===== src/rtl/wide_add_seq_if.sv =====
// Bundles the request/result handshake and the shared-adder operand/result
// path of wide_add_seq; the slave side is the sequencer itself.
interface wide_add_seq_if #(
    parameter int W = 32,
    parameter int N = 4
);
    // Request: start is taken on a rising edge only while the sequencer is
    // idle or showing done; busy marks the run, done is a one-cycle pulse
    // during which sum/carry_out are valid (they stay valid until the next
    // accepted start).
    logic             start;
    logic [N*W-1:0]   in_a;
    logic [N*W-1:0]   in_b;
    logic             busy;
    logic             done;
    logic [N*W-1:0]   sum;
    logic             carry_out;

    // Shared adder: combinational, add_out follows add_a/add_b in the same cycle.
    logic [W-1:0]     add_a;
    logic [W-1:0]     add_b;
    logic [W:0]       add_out;

    modport master (
        output start, in_a, in_b, add_out,
        input  busy, done, sum, carry_out, add_a, add_b
    );

    modport slave (
        input  start, in_a, in_b, add_out,
        output busy, done, sum, carry_out, add_a, add_b
    );
endinterface


===== src/rtl/wide_add_seq.sv =====
// N*W-bit adder built from one shared W-bit adder without carry-in: each chunk
// takes two passes (operand add, then carry add), walking LSB chunk first.
module wide_add_seq #(
    parameter int W = 32,
    parameter int N = 4
) (
    input  logic              clk,
    input  logic              reset,
    wide_add_seq_if.slave     bus,
    output logic [1:0]        o_dbg_state
);
    localparam int IW = (N > 1) ? $clog2(N) : 1;
    localparam logic [IW-1:0] LAST_IDX = IW'(N - 1);

    typedef enum logic [1:0] {
        S_IDLE = 2'd0,
        S_RUN  = 2'd1,
        S_DONE = 2'd2
    } state_t;

    state_t          r_state;
    state_t          w_state_nx;
    logic [N*W-1:0]  r_op_a;
    logic [N*W-1:0]  r_op_b;
    logic [N*W-1:0]  r_sum;
    logic [IW-1:0]   r_idx;
    logic            r_ph;
    logic [W:0]      r_partial;
    logic            r_c;
    logic            r_carry_out;

    logic            w_accept;
    logic            w_last;
    logic            w_c_new;

    // Operand-pass carry and carry-pass carry cannot both be set, so OR is exact.
    assign w_c_new = r_partial[W] | bus.add_out[W];
    assign w_last  = r_ph && (r_idx == LAST_IDX);

    always_ff @(posedge clk or posedge reset) begin
        if (reset) begin
            r_state <= S_IDLE;
        end else begin
            r_state <= w_state_nx;
        end
    end

    always_comb begin
        w_state_nx = r_state;
        w_accept   = 1'b0;
        case (r_state)
            S_IDLE: begin
                if (bus.start) begin
                    w_accept   = 1'b1;
                    w_state_nx = S_RUN;
                end
            end
            S_RUN: begin
                if (w_last) begin
                    w_state_nx = S_DONE;
                end
            end
            S_DONE: begin
                w_accept   = bus.start;
                w_state_nx = bus.start ? S_RUN : S_IDLE;
            end
            default: begin
                w_state_nx = S_IDLE;
            end
        endcase
    end

    always_ff @(posedge clk or posedge reset) begin
        if (reset) begin
            r_op_a      <= '0;
            r_op_b      <= '0;
            r_sum       <= '0;
            r_idx       <= '0;
            r_ph        <= 1'b0;
            r_partial   <= '0;
            r_c         <= 1'b0;
            r_carry_out <= 1'b0;
        end else if (w_accept) begin
            r_op_a      <= bus.in_a;
            r_op_b      <= bus.in_b;
            r_sum       <= '0;
            r_idx       <= '0;
            r_ph        <= 1'b0;
            r_partial   <= '0;
            r_c         <= 1'b0;
            r_carry_out <= 1'b0;
        end else if (r_state == S_RUN) begin
            if (!r_ph) begin
                r_partial <= bus.add_out;
                r_ph      <= 1'b1;
            end else begin
                r_sum[r_idx*W +: W] <= bus.add_out[W-1:0];
                r_c                 <= w_c_new;
                r_ph                <= 1'b0;
                if (r_idx == LAST_IDX) begin
                    r_carry_out <= w_c_new;
                end else begin
                    r_idx <= r_idx + 1'b1;
                end
            end
        end
    end

    // Adder operands are parked at zero whenever no chunk is being worked on.
    always_comb begin
        bus.add_a = '0;
        bus.add_b = '0;
        if (r_state == S_RUN) begin
            if (!r_ph) begin
                bus.add_a = r_op_a[r_idx*W +: W];
                bus.add_b = r_op_b[r_idx*W +: W];
            end else begin
                bus.add_a = r_partial[W-1:0];
                bus.add_b = {{(W-1){1'b0}}, r_c};
            end
        end
    end

    assign bus.busy      = (r_state == S_RUN);
    assign bus.done      = (r_state == S_DONE);
    assign bus.sum       = r_sum;
    assign bus.carry_out = r_carry_out;
    assign o_dbg_state   = r_state;
endmodule

===== src/flat_wrapper.sv =====
// flat-port wrapper written by rule: the top's interface ports become plain ports
module wide_add_seq_flat 
#(
    parameter int W = 32,
    parameter int N = 4
)
  (clk, reset, o_dbg_state, bus_start, bus_in_a, bus_in_b, bus_add_out, bus_busy, bus_done, bus_sum, bus_carry_out, bus_add_a, bus_add_b);
  wide_add_seq_if #(.W(W), .N(N)) bus_i ();
  input  logic clk;
  input  logic reset;
  output logic [1:0] o_dbg_state;
  input wire logic [$bits(bus_i.start)-1:0] bus_start;
  input wire logic [$bits(bus_i.in_a)-1:0] bus_in_a;
  input wire logic [$bits(bus_i.in_b)-1:0] bus_in_b;
  input wire logic [$bits(bus_i.add_out)-1:0] bus_add_out;
  output wire logic [$bits(bus_i.busy)-1:0] bus_busy;
  output wire logic [$bits(bus_i.done)-1:0] bus_done;
  output wire logic [$bits(bus_i.sum)-1:0] bus_sum;
  output wire logic [$bits(bus_i.carry_out)-1:0] bus_carry_out;
  output wire logic [$bits(bus_i.add_a)-1:0] bus_add_a;
  output wire logic [$bits(bus_i.add_b)-1:0] bus_add_b;
  assign bus_i.start = bus_start;
  assign bus_i.in_a = bus_in_a;
  assign bus_i.in_b = bus_in_b;
  assign bus_i.add_out = bus_add_out;
  assign bus_busy = bus_i.busy;
  assign bus_done = bus_i.done;
  assign bus_sum = bus_i.sum;
  assign bus_carry_out = bus_i.carry_out;
  assign bus_add_a = bus_i.add_a;
  assign bus_add_b = bus_i.add_b;
  wide_add_seq #(.W(W), .N(N)) u_core (.clk(clk), .reset(reset), .bus(bus_i), .o_dbg_state(o_dbg_state));
endmodule

===== config.mk =====
export PLATFORM = sky130hd
export DESIGN_NAME = wide_add_seq_flat
export DESIGN_NICKNAME = d
export VERILOG_FILES = /design/src/rtl/wide_add_seq_if.sv /design/src/rtl/wide_add_seq.sv /design/src/flat_wrapper.sv
export SDC_FILE = /design/constraint.sdc
export NUM_CORES = 1
export LEC_CHECK = 0
export CORE_MARGIN = 2
export CORE_UTILIZATION = 49
export DETAILED_ROUTE_END_ITERATION = 8
export GPL_TIMING_DRIVEN = 0
export PLACE_DENSITY = 0.8
export RECOVER_POWER = 25
export SETUP_SLACK_MARGIN = 0.05
export SYNTH_ARGS = -nofsm -noshare
export SYNTH_HDL_FRONTEND = slang
export SYNTH_SLANG_ARGS = --single-unit

===== constraint.sdc =====
create_clock -name clk -period 17.46 [get_ports clk]
set_clock_uncertainty 0.15 [all_clocks]
set_input_delay 3.492 -clock clk [delete_from_list [all_inputs] [get_ports clk]]
set_output_delay 3.492 -clock clk [all_outputs]
set_load 0.05 [all_outputs]

# --- Yosys cells after proc, flatten, opt, wreduce, memory -nomap -nowiden ---
# Index checks and enable logic that the tools add are counted.
word_totals:
  wordCells: 64
  regBits: 424
classes:
  reduce_logical: 10
  bitwise: 1
  add_sub_neg: 2
  n_eq_ne: 7
  mux: 31
  shift: 4
op_table:
  columns: ["cell", "n"]
  rows:
  - ["$mux 128", 3]
  - ["$shiftx 128x8->32", 2]
  - ["$bwmux 128", 1]
  - ["$mux 32", 4]
  - ["$shift 32x34->128 const A", 1]
  - ["$shiftx 32x34->128", 1]
  - ["$mux 33", 3]
  - ["$neg 7->34", 1]
  - ["$mux 1", 12]
  - ["$mux 2", 6]
  - ["$pmux 2 s3", 1]
  - ["$reduce_and 2->1", 3]
  - ["$reduce_and 3->1", 2]
  - ["$reduce_bool 2->1", 3]
  - ["$eq 2x2->1 const B", 2]
  - ["$ne 2x1->1 const B", 2]
  - ["$ne 2x2->1 const B", 2]
  - ["$add 2x1->2 const B", 1]
  - ["$eq 2x1->1 const B", 1]
  - ["$logic_not 2->1", 1]
  - ["$pmux 1 s2", 1]
  - ["$logic_and 1x1->1", 1]
  - ["$or 1x1->1", 1]

# --- Logic depth before layout (Yosys ltp) ---
# Gate-level depths: netlist (run 1).
depth:
  word_depth: 6
  ltp_mapped: 10

# --- Worst setup path after synthesis (run 1) ---
# OpenSTA, ideal clock, no wires.
synth_path:
  path_kind: "register to output"
  startpoint: "reg u_core.r_state[0], in the netlist u_core.o_dbg_state[0]"
  endpoint: "out bus_add_a[30]"
  slack_ps: 11364
  n_path_buf: 3
  stages_incl_launch_ff: 7
  arrival_time_ps: 2454
  cell_sequence: "dfrtp_1 > buf_4 > nand2b_1 > or3_1 > clkbuf_1 > clkbuf_1 > o221ai_1"
synth_between:
  elab_chain_cells: 2
synth_lines:
  columns: ["element", "line_no", "text"]
  rows:
  - ["start, declared", "wide_add_seq.sv:21", "state_t r_state;"]
  - ["start signal, assigned", "wide_add_seq.sv:44", "r_state <= w_state_nx;"]
  - ["$eq 2x1->1", "wide_add_seq.sv:113", "if (r_state == S_RUN) begin"]
  - ["$mux 32", "wide_add_seq.sv:113", null]
  - ["end, declared", "flat_wrapper.sv:20", "output wire logic [$bits(bus_i.add_a)-1:0] bus_add_a;"]
# No other way between the ends.

# --- Worst setup path in the final report (run 1) ---
layout_path:
  startpoint: "reg u_core.r_idx[1]"
  endpoint: "out bus_add_a[25]"
layout_between:
  elab_chain_cells: 3
layout_lines:
  columns: ["element", "line_no", "text"]
  rows:
  - ["start, declared", "wide_add_seq.sv:26", "logic [IW-1:0] r_idx;"]
  - ["start signal, assigned", "wide_add_seq.sv:103", "r_idx <= r_idx + 1'b1;"]
  - ["$shiftx 128x8->32", "wide_add_seq.sv:115", "bus.add_a = r_op_a[r_idx*W +: W];"]
  - ["$mux 32", "wide_add_seq.sv:114", "if (!r_ph) begin"]
  - ["$mux 32", "wide_add_seq.sv:113", null]
# No other way between the ends.

==> results of run 1 <==
==> stage by stage <==
step | hold slack [ns] | instances | TNS, ns | total power, W | cell area (sq um)
floorplan | 0.290 | 1942 | 0 | 0.00311 | 19000
global placement | 0.303 | 2948 | -1112.45 | 0.00388 | 24500
detailed placement | 0.307 | 2951 | 0 | 0.00393 | 24600
CTS | 0.323 | 3032 | 0 | 0.00492 | 26100
global route | 0.339 | 3039 | 0 | 0.00516 | 26100
finish | 0.320 | 3039 | 0 | 0.00492 | 26100
==> routing by layer <==
metal	vias to the layer above	global-route usage
met5	-	0
met4	4	0.127
met3	158	0.0839
met2	671	0.525
met1	8262	0.422
li1	7555	-
==> power by group through the flow <==
stage	logic (W)	clock network, W	registers [W]
6_report	0.00236	0.000970	0.00159
4_1_cts	0.00236	0.000978	0.00158
3_3_place_gp	0.00230	0	0.00158
5_1_grt	0.00252	0.00102	0.00163
2_1_floorplan	0.00137	0	0.00174
3_5_place_dp	0.00234	0	0.00159
==> critical path, cell delays in order (launching register included) <==
cell and delay [ns]:
dfrtp_1 0.38, buf_4 0.20, inv_1 0.12, or3_1 0.38, clkbuf_1 0.25, clkbuf_1 0.34, o221ai_1 0.38, clkdlybuf4s50_1 0.87
==> how the worst max path moves through the flow <==
stage / start / end / cells after the start
2_1_floorplan: reset / u_core.bus.carry_out / 1
3_3_place_gp: reset / u_core.r_op_a[79] / 2
3_5_place_dp: u_core.r_idx[1] / bus_add_a[25] / 7
4_1_cts: u_core.r_idx[1] / bus_add_a[25] / 7
5_1_grt: u_core.r_idx[1] / bus_add_a[20] / 7
6_report: u_core.r_idx[1] / bus_add_a[25] / 7
==> Yosys cell counts, types with 2 or more instances <==
| master | number | area (sq um) |
|---|---|---|
| nor2b_1 | 32 | 200 |
| nand2b_1 | 3 | 18.8 |
| inv_1 | 38 | 143 |
| buf_2 | 63 | 315 |
| clkbuf_1 | 69 | 259 |
| buf_4 | 7 | 52.6 |
| o31ai_2 | 30 | 375 |
| or3_1 | 2 | 12.5 |
| nand4b_1 | 4 | 35.0 |
| nand3_1 | 66 | 330 |
| buf_1 | 3 | 11.3 |
| mux2i_1 | 66 | 661 |
| nor4b_2 | 2 | 30.0 |
| o21ai_0 | 33 | 165 |
| mux4_2 | 31 | 698 |
| a31o_1 | 2 | 17.5 |
| nand2_1 | 811 | 3040 |
| a31o_2 | 94 | 823 |
| a211oi_1 | 2 | 15.0 |
| buf_6 | 11 | 124 |
| o221ai_1 | 33 | 289 |
| dfrtp_1 | 424 | 10600 |
| and3_1 | 96 | 601 |
| nor2_1 | 3 | 11.3 |
| o31ai_1 | 3 | 22.5 |
| ha_1 | 5 | 62.6 |
==> area by class of cell <==
| type | instances | area [sq um] |
|---|---|---|
| plain buffers | 153 | 729 |
| multi-input cells | 1327 | 7490 |
| flip-flops and latches | 424 | 10600 |
| repair buffers | 491 | 4970 |
| diodes | 7 | 17.5 |
| clock inverters | 11 | 144 |
| clock buffers | 70 | 1350 |
| well taps | 518 | 648 |
| fillers | 2996 | 12400 |
| inverters | 38 | 144 |
==> cell families (layout without fill, tap and decap cells) <==
kind of cell    after synthesis  in the layout
compound gates              199            199
xor+xnor                      1              1
fa+ha+maj                     5              5
buf+inv                     191            763
flops                       424            424
mux                          97             97
other cells                   0              7
simple gates               1025           1025
==> state kept, by name (all words and copies together) (netlist names) <==
| register | flops |
|---|---|
| u_core.bus.sum | 128 |
| u_core.r_op_a | 128 |
| u_core.r_op_b | 128 |
| u_core.r_partial | 33 |
| u_core.o_dbg_state | 2 |
| u_core.r_idx | 2 |
| u_core.bus.carry_out | 1 |
| u_core.r_c | 1 |
| u_core.r_ph | 1 |
==> summary.txt, run 1 <==
Syn. warnings: 0
Post-CTS resize count: 0
Drt first pass iters: 5
Power Density: 188 nW/um^2
Xor and xnor fraction of the mapped netlist area: 0.000461
Async SR Flop Fraction: 1.00
Combinational Power Share: 0.479
Cts bufs inserted: 45
Tightest Pin Transition: 2.78 ns
Mapped Nets: 2239
Compound-Gate Fraction of Synth Area: 0.0906
Die H: 201 um
R2R Path End: u_core.bus.sum[89]
Setup violators final: 0
Largest net degree at the start of global routing: 131
Via Count: 16700
Dominant synthesized flop cell: dfrtp_1
Clock Power Share: 0.197
Hold depth: 2
IO Port Bufs: 488
I/O pin total: 489
Initial antenna violation count: 9
Wire per inst: 21.4 um
CTS clk-pin slew, worst paths: 0.06 ns
Pins Over Slew Limit: 61
Final hold viol count: 0
Number of flops mapped to enable cells by yosys: 0
Setup ws final: 10.32 ns
Commonest non-fill, non-tap cell in the layout: nand2_1
CTS Hold Buffers Added: 0
FF-to-FF path depth: 10
Total of max-cap violations: 1
HP Class: reg -> reg
Share of cells above drive strength 1: 0.119
Hold endpoint: u_core.r_op_b[86]
HP Start: u_core.r_op_b[86]
RSZ-0062 raised after global routing: no
Yosys cell types: 35
P_int: 0.00277 W
Remaining DRCs: 0
Core footprint: 38500 sq um
Root Buffer: clkbuf_16
Number of DRC markers in iteration 0: 1225
Placer Congestion: 0.900
Adder-Cell Fraction of Synth Area: 0.00329
Sink Count: 424
Vias in the first global route: 17300
Post-synthesis cell count: 1942
Worst endpoint required time: 13.82 ns
M1 WL: 26.6 mm
Area grow syn2layout: 37.3%
Final Util: 0.678
Die Wd: 201 um
Rel. slew slack: -0.861
GRT Total Usage: 0.325
Initial core utilization: 0.494
Drt total wl: 65.2 mm
Post-Place Setup Slack: 10.91 ns
CP max FO: 10
Post-CTS Setup Inserts: 0
Antenna-violating nets left: 0
Min Tclk post-route: 7.14 ns
Post-Synth Simple-Gate Area: 0.229
First-pass GRT wire length: 101 mm
Total congestion overflow: 0
Failing checks: capacitance limit, slew limit
Die area: 40400 sq um
Top Layer Used: met5
Switching Fraction: 0.437
Post-DR vias/cell: 5.48
Worst skew pair latency: 0.57 ns
Reg power frac: 0.323
Leakage Power: 12.8 nW
Met3 wire len: 5.16 mm
Worst path arrival time: 3.50 ns
Highest ir drop seen on vdd: 0.0000906 V
Psw: 0.00215 W
Register area share after synthesis: 0.558
Setup crit start kind: register
Reg-to-reg slack, setup: 13.78 ns
Syn Area/Cell: 9.79 sq um
Synthesized flop and latch total: 424
F_max: 0.140 GHz
TritonCTS clock tree: built
RR Startpoint: u_core.r_idx[0]
Largest family of logic cells by synthesized area: simple AND/OR/NAND/NOR gates
Kind of critical path: reg -> out
Post-route clock period utilization: 0.409
Worst-case clock buffer depth: 3
Multiplexer area fraction after synthesis: 0.0715
Post-Synthesis Cell Area: 19000 sq um
Dpl hpwl: 48.6 mm
Fin nets: 2777
H-Tree Level Count: 2
CP Capture Type: output pin
Status: complete, but fails checks
FP Rows: 72
Routed met2 length: 30.6 mm
Most frequent cells in the layout: nand2_1, clkdlybuf4s50_1, dfrtp_1
Power figures use the tool's default switching activity.
==> run 2: changes to the inputs <==
==> constraint.sdc (replaced) <==
create_clock -name clk -period 7.3 [get_ports clk]
set_clock_uncertainty 0.15 [all_clocks]
set_input_delay 1.46 -clock clk [delete_from_list [all_inputs] [get_ports clk]]
set_output_delay 1.46 -clock clk [all_outputs]
set_load 0.05 [all_outputs]
==> summary.txt, run 2 (synthesized netlist as in run 1, its figures left out) <==
Share of cells above drive strength 1: 0.126 (was 0.119)
Pins Over Slew Limit: 28 (was 61)
RR Startpoint: u_core.r_idx[0] (unchanged)
Setup violators final: 0 (unchanged)
CP Capture Type: output pin (unchanged)
HP Start: u_core.r_op_b[90] (was u_core.r_op_b[86])
Post-DR vias/cell: 5.53 (was 5.48)
Status: complete, but fails checks (unchanged)
Post-route clock period utilization: 0.697
IO Port Bufs: 488 (unchanged)
Wire per inst: 21.6 um (was 21.4 um)
Failing checks: capacitance limit, slew limit (unchanged)
Rel. slew slack: -0.119 (was -0.861)
GRT Total Usage: 0.327 (was 0.325)
Worst endpoint required time: 5.69 ns (was 13.82 ns)
Kind of critical path: reg -> out (unchanged)
Vias in the first global route: 17700 (was 17300)
Clock Power Share: 0.208 (was 0.197)
Hold depth: 2 (unchanged)
Final setup TNS: 0 ns (unchanged)
Largest net degree at the start of global routing: 47 (was 131)
Drt first pass iters: 5 (unchanged)
Antenna-violating nets left: 0 (unchanged)
GRT busiest layer: met2 (unchanged)
Tightest Pin Transition: 1.68 ns (was 2.78 ns)
FF-to-FF path depth: 9 (was 10)
I/O pin total: 489 (unchanged)
HP Class: reg -> reg (unchanged)
Drt total wl: 65.7 mm (was 65.2 mm)
Number of DRC markers in iteration 0: 1073 (was 1225)
Final hold viol count: 0 (unchanged)
Filler Cells Inserted: 2908 (was 2996)
CTS clk-pin slew, worst paths: 0.06 ns (about the same)
Pwr Total: 0.0119 W (was 0.00492 W)
M2 GR Usage: 0.522 (was 0.525)
Dpl hpwl: 49.6 mm (was 48.6 mm)
Worst skew pair latency: 0.57 ns (about the same)
Remaining DRCs: 0 (unchanged)
Post-CTS Setup Inserts: 0 (unchanged)
Fin area: 26400 sq um (was 26100 sq um)
H-Tree Level Count: 2 (unchanged)
Worst hold margin: 0.319 ns (was 0.320 ns)
CP max FO: 10 (unchanged)
F_max: 0.196 GHz
Initial antenna violation count: 7 (was 9)
Most frequent cells in the layout: nand2_1, clkdlybuf4s50_1, dfrtp_1 (unchanged)
Switching Fraction: 0.431 (was 0.437)
Via Count: 16900 (was 16700)
Highest ir drop seen on vdd: 0.000306 V (was 0.0000906 V)
Die H: 201 um (unchanged)
TritonCTS clock tree: built (unchanged)
Grt met3 use: 0.0792 (was 0.0839)
Die area: 40400 sq um (unchanged)
Psw: 0.00515 W (was 0.00215 W)
Die Wd: 201 um (unchanged)
Post-CTS resize count: 0 (unchanged)
Reg-to-reg slack, setup: 3.73 ns (was 13.78 ns)
FP Rows: 72 (unchanged)
Total of max-cap violations: 1 (unchanged)
Combinational Power Share: 0.473 (was 0.479)
R2R Path End: u_core.bus.sum[24] (was u_core.bus.sum[89])
Placer Congestion: 0.921 (was 0.900)
Commonest non-fill, non-tap cell in the layout: nand2_1 (unchanged)
P_int: 0.00679 W (was 0.00277 W)
Min Tclk post-route: 5.09 ns
M1 GR Usage: 0.422 (about the same)
Area grow syn2layout: 38.6% (was 37.3%)
Reg power frac: 0.318 (was 0.323)
Hold endpoint: u_core.r_op_b[90] (was u_core.r_op_b[86])
Placed cell areas: 24800 sq um (was 24600 sq um)
Cts bufs inserted: 46 (was 45)
Total congestion overflow: 0 (unchanged)
Leakage Power: 12.9 nW (was 12.8 nW)
Worst-case clock buffer depth: 3 (unchanged)
Root Buffer: clkbuf_16 (unchanged)
First-pass GRT wire length: 102 mm (was 101 mm)
Setup crit start kind: register (unchanged)
Sink Count: 424 (unchanged)
CTS Hold Buffers Added: 0 (unchanged)
Worst path arrival time: 3.48 ns (was 3.50 ns)
Power Density: 453 nW/um^2 (was 188 nW/um^2)
Fin nets: 2786 (was 2777)
RSZ-0062 raised after global routing: no (unchanged)
Initial core utilization: 0.494 (unchanged)
Core footprint: 38500 sq um (unchanged)
[run 2: changes by cell type in the layout (fill, tap and decap cells not counted), sizes merged]
| cell | previous run | this run |
|---|---|---|
| buf | 72 | 80 |
| bufinv | 2 | 7 |
| clkbuf | 154 | 144 |
| clkinv | 6 | 13 |
| diode | 7 | 5 |
| inv | 38 | 39 |
[run 2: worst max-delay path: stages, from the launching register on]
cell	delay, ns
dfrtp_1	0.38
buf_4	0.20
inv_1	0.12
or3_1	0.39
clkbuf_1	0.25
clkbuf_1	0.33
o221ai_1	0.37
clkdlybuf4s50_1	0.87
[run 2: area by class of cell]
cell class,instances,area (sq um),area share
Antenna cell,5,12.5,0.000475
Buffer,153,731,0.0277
Clock buffer,60,1300,0.0495
Clock inverter,24,319,0.0121
Inverter,38,144,0.00546
Multi-Input combinational cell,1327,7500,0.284
Sequential cell,424,10600,0.403
Tap cell,518,648,0.0246
Timing Repair Buffer,499,5090,0.193
[run 2: how the worst max path moves through the flow]
stage,from,to,slack [ns],cells after the start
after floorplan,reset,u_core.bus.carry_out,-0.03,1
after global placement,reset,u_core.bus.sum[51],-2.63,2
after detailed placement,u_core.r_idx[1],bus_add_a[27],2.77,7
after CTS,u_core.r_idx[1],bus_add_a[25],2.15,7
after global routing,reset,u_core.bus.sum[65],1.84,8
final,u_core.r_idx[1],bus_add_a[25],2.21,7
[run 2: power by group through the flow]
stage               registers (W)  logic, W  clock network (W)
finish                    0.00380   0.00565            0.00249
global route              0.00390   0.00603            0.00261
CTS                       0.00378   0.00567            0.00251
detailed placement        0.00381   0.00562                  0
global placement          0.00378   0.00550                  0
floorplan                 0.00417   0.00327                  0
[run 2: metrics by stage]
stage | util | worst slack [ns] | std cells
2_1_floorplan | - | -0.0315 | 1942
3_3_place_gp | 0.638 | -2.63 | 2948
3_5_place_dp | 0.644 | 2.77 | 2959
4_1_cts | 0.686 | 2.15 | 3043
5_1_grt | 0.685 | 1.84 | 3048
6_report | 0.685 | 2.21 | 3048
[run 2: metal layers]
| metal | up-vias | share of wire |
|---|---|---|
| li1 | 7559 | - |
| met1 | 8421 | 0.40 |
| met2 | 692 | 0.47 |
| met3 | 188 | 0.079 |
| met4 | 4 | 0.052 |
| met5 | - | 0.00035 |
==> run 3: changes to the inputs <==
==> constraint.sdc (replaced) <==
create_clock -name clk -period 4.85 [get_ports clk]
set_clock_uncertainty 0.15 [all_clocks]
set_input_delay 0.97 -clock clk [delete_from_list [all_inputs] [get_ports clk]]
set_output_delay 0.97 -clock clk [all_outputs]
set_load 0.05 [all_outputs]
==> summary.txt, run 3 (synthesized netlist as in run 1, its figures left out) <==
Worst skew pair latency: 0.57 ns (about the same)
Pwr Total: 0.0180 W (was 0.0119 W)
Worst-case clock buffer depth: 3 (unchanged)
Hold depth: 2 (unchanged)
H-Tree Level Count: 2 (unchanged)
Post-CTS resize count: 0 (unchanged)
Setup violators final: 0 (unchanged)
Setup crit start kind: register (unchanged)
Setup ws final: 0.249 ns (was 2.21 ns)
Commonest non-fill, non-tap cell in the layout: nand2_1 (unchanged)
Post-Place Setup Slack: 0.812 ns (was 2.77 ns)
RR Startpoint: u_core.r_idx[0] (unchanged)
Die area: 40400 sq um (unchanged)
Rel. slew slack: -0.119 (about the same)
Placer Congestion: 0.921 (unchanged)
Post-route clock period utilization: 0.949
Number of DRC markers in iteration 0: 1063 (was 1073)
I/O pin total: 489 (unchanged)
Kind of critical path: reg -> out (unchanged)
Post-CTS Setup Inserts: 0 (unchanged)
Via Count: 16900 (about the same)
Fin nets: 2786 (unchanged)
IO Port Bufs: 488 (unchanged)
Drt first pass iters: 6 (was 5)
F_max: 0.217 GHz
RSZ-0062 raised after global routing: no (unchanged)
Worst endpoint required time: 3.73 ns (was 5.69 ns)
Status: complete, but fails checks (unchanged)
Register Area: 10600 sq um (unchanged)
Tightest Pin Transition: 1.68 ns (about the same)
Post-DR vias/cell: 5.53 (about the same)
CP max FO: 10 (unchanged)
CTS Hold Buffers Added: 0 (unchanged)
Filler Cells Inserted: 2910 (was 2908)
Multi-input logic area: 7490 sq um (was 7500 sq um)
First-pass GRT wire length: 102 mm (unchanged)
Wire per inst: 21.5 um (was 21.6 um)
Final Util: 0.685 (about the same)
Sink Count: 424 (unchanged)
Initial antenna violation count: 7 (unchanged)
Die Wd: 201 um (unchanged)
Initial core utilization: 0.494 (unchanged)
Setup crit start: u_core.r_idx[1] (unchanged)
Failing checks: capacitance limit, slew limit (unchanged)
Remaining DRCs: 0 (unchanged)
Total congestion overflow: 0 (unchanged)
HP Class: reg -> reg (unchanged)
Min Tclk post-route: 4.60 ns
Most frequent cells in the layout: nand2_1, clkdlybuf4s50_1, dfrtp_1 (unchanged)
Root Buffer: clkbuf_16 (unchanged)
CP Capture Type: output pin (unchanged)
Power Density: 682 nW/um^2 (was 453 nW/um^2)
GRT Total Usage: 0.327 (unchanged)
Highest ir drop seen on vdd: 0.000462 V (was 0.000306 V)
Largest net degree at the start of global routing: 47 (unchanged)
Pins Over Slew Limit: 33 (was 28)
FP Rows: 72 (unchanged)
Final setup TNS: 0 ns (unchanged)
Area grow syn2layout: 38.6% (about the same)
TritonCTS clock tree: built (unchanged)
Total of max-cap violations: 1 (unchanged)
Core footprint: 38500 sq um (unchanged)
Final hold viol count: 0 (unchanged)
Dpl hpwl: 49.6 mm (unchanged)
FF-to-FF path depth: 10 (was 9)
HP Start: u_core.r_op_b[90] (unchanged)
Antenna-violating nets left: 0 (unchanged)
CTS clk-pin slew, worst paths: 0.06 ns (about the same)
Worst path arrival time: 3.48 ns (about the same)
Share of cells above drive strength 1: 0.126 (about the same)
Drt total wl: 65.6 mm (was 65.7 mm)
Leakage Power: 12.9 nW (about the same)
Die H: 201 um (unchanged)
Worst hold margin: 0.319 ns (about the same)
Cts bufs inserted: 46 (unchanged)
Vias in the first global route: 17700 (unchanged)
==> run 3: cell types whose count changed in the layout (fill, tap and decap cells not counted) <==
cell / delta
nor2b_1: +1
nor2b_4: -1
==> run 3: through the flow <==
step / area, sq um / instances
after detailed placement: 24800 / 2959
after floorplan: 19000 / 1942
final: 26300 / 3048
after global routing: 26300 / 3048
after CTS: 26400 / 3043
after global placement: 24500 / 2948
==> run 3: layout make-up <==
class / count / share of cell area
antenna: 5 / 0.000475
buffer: 153 / 0.0277
clock buffer: 60 / 0.0495
clock inverter: 24 / 0.0121
inverter: 38 / 0.00546
multi-input combinational: 1327 / 0.284
sequential: 424 / 0.403
tap: 518 / 0.0246
timing repair buffer: 499 / 0.193
==> run 3: power by group <==
| group | leakage (nW) | total (W) | switching, W | internal (W) |
|---|---|---|---|---|
| combinational | 6.63 | 0.00851 | 0.00547 | 0.00304 |
| sequential | 5.45 | 0.00572 | 0.000806 | 0.00492 |
| clock | 0.806 | 0.00375 | 0.00148 | 0.00227 |
| total | 12.9 | 0.0180 | 0.00775 | 0.0102 |
==> run 3: layer usage <==
metal,part of all wire,vias up,global-route usage
met2,0.47,706,0.522
met4,0.052,4,0.157
met1,0.40,8402,0.422
met5,0.00035,-,0
met3,0.077,187,0.0792
li1,-,7560,-
==> run 3: path summary, 6_finish.rpt <==
kind	to	slack (ns)
worst max-delay path	bus_add_a[17]	0.25
worst min-delay path	u_core.r_op_b[90]	0.32
worst max register to register	u_core.bus.sum[93]	1.29
worst min register to register	u_core.r_op_b[90]	0.32
max in group asynchronous	u_core.r_op_a[114]	0.87
min in group asynchronous	u_core.r_op_b[78]	1.02
==> run 3: worst max-delay path: stages, from the launching register on <==
cell and delay [ns]:
dfrtp_1 0.38, buf_4 0.20, inv_1 0.12, or3_1 0.39
clkbuf_1 0.25, clkbuf_1 0.34, o221ai_1 0.35, clkdlybuf4s50_1 0.88
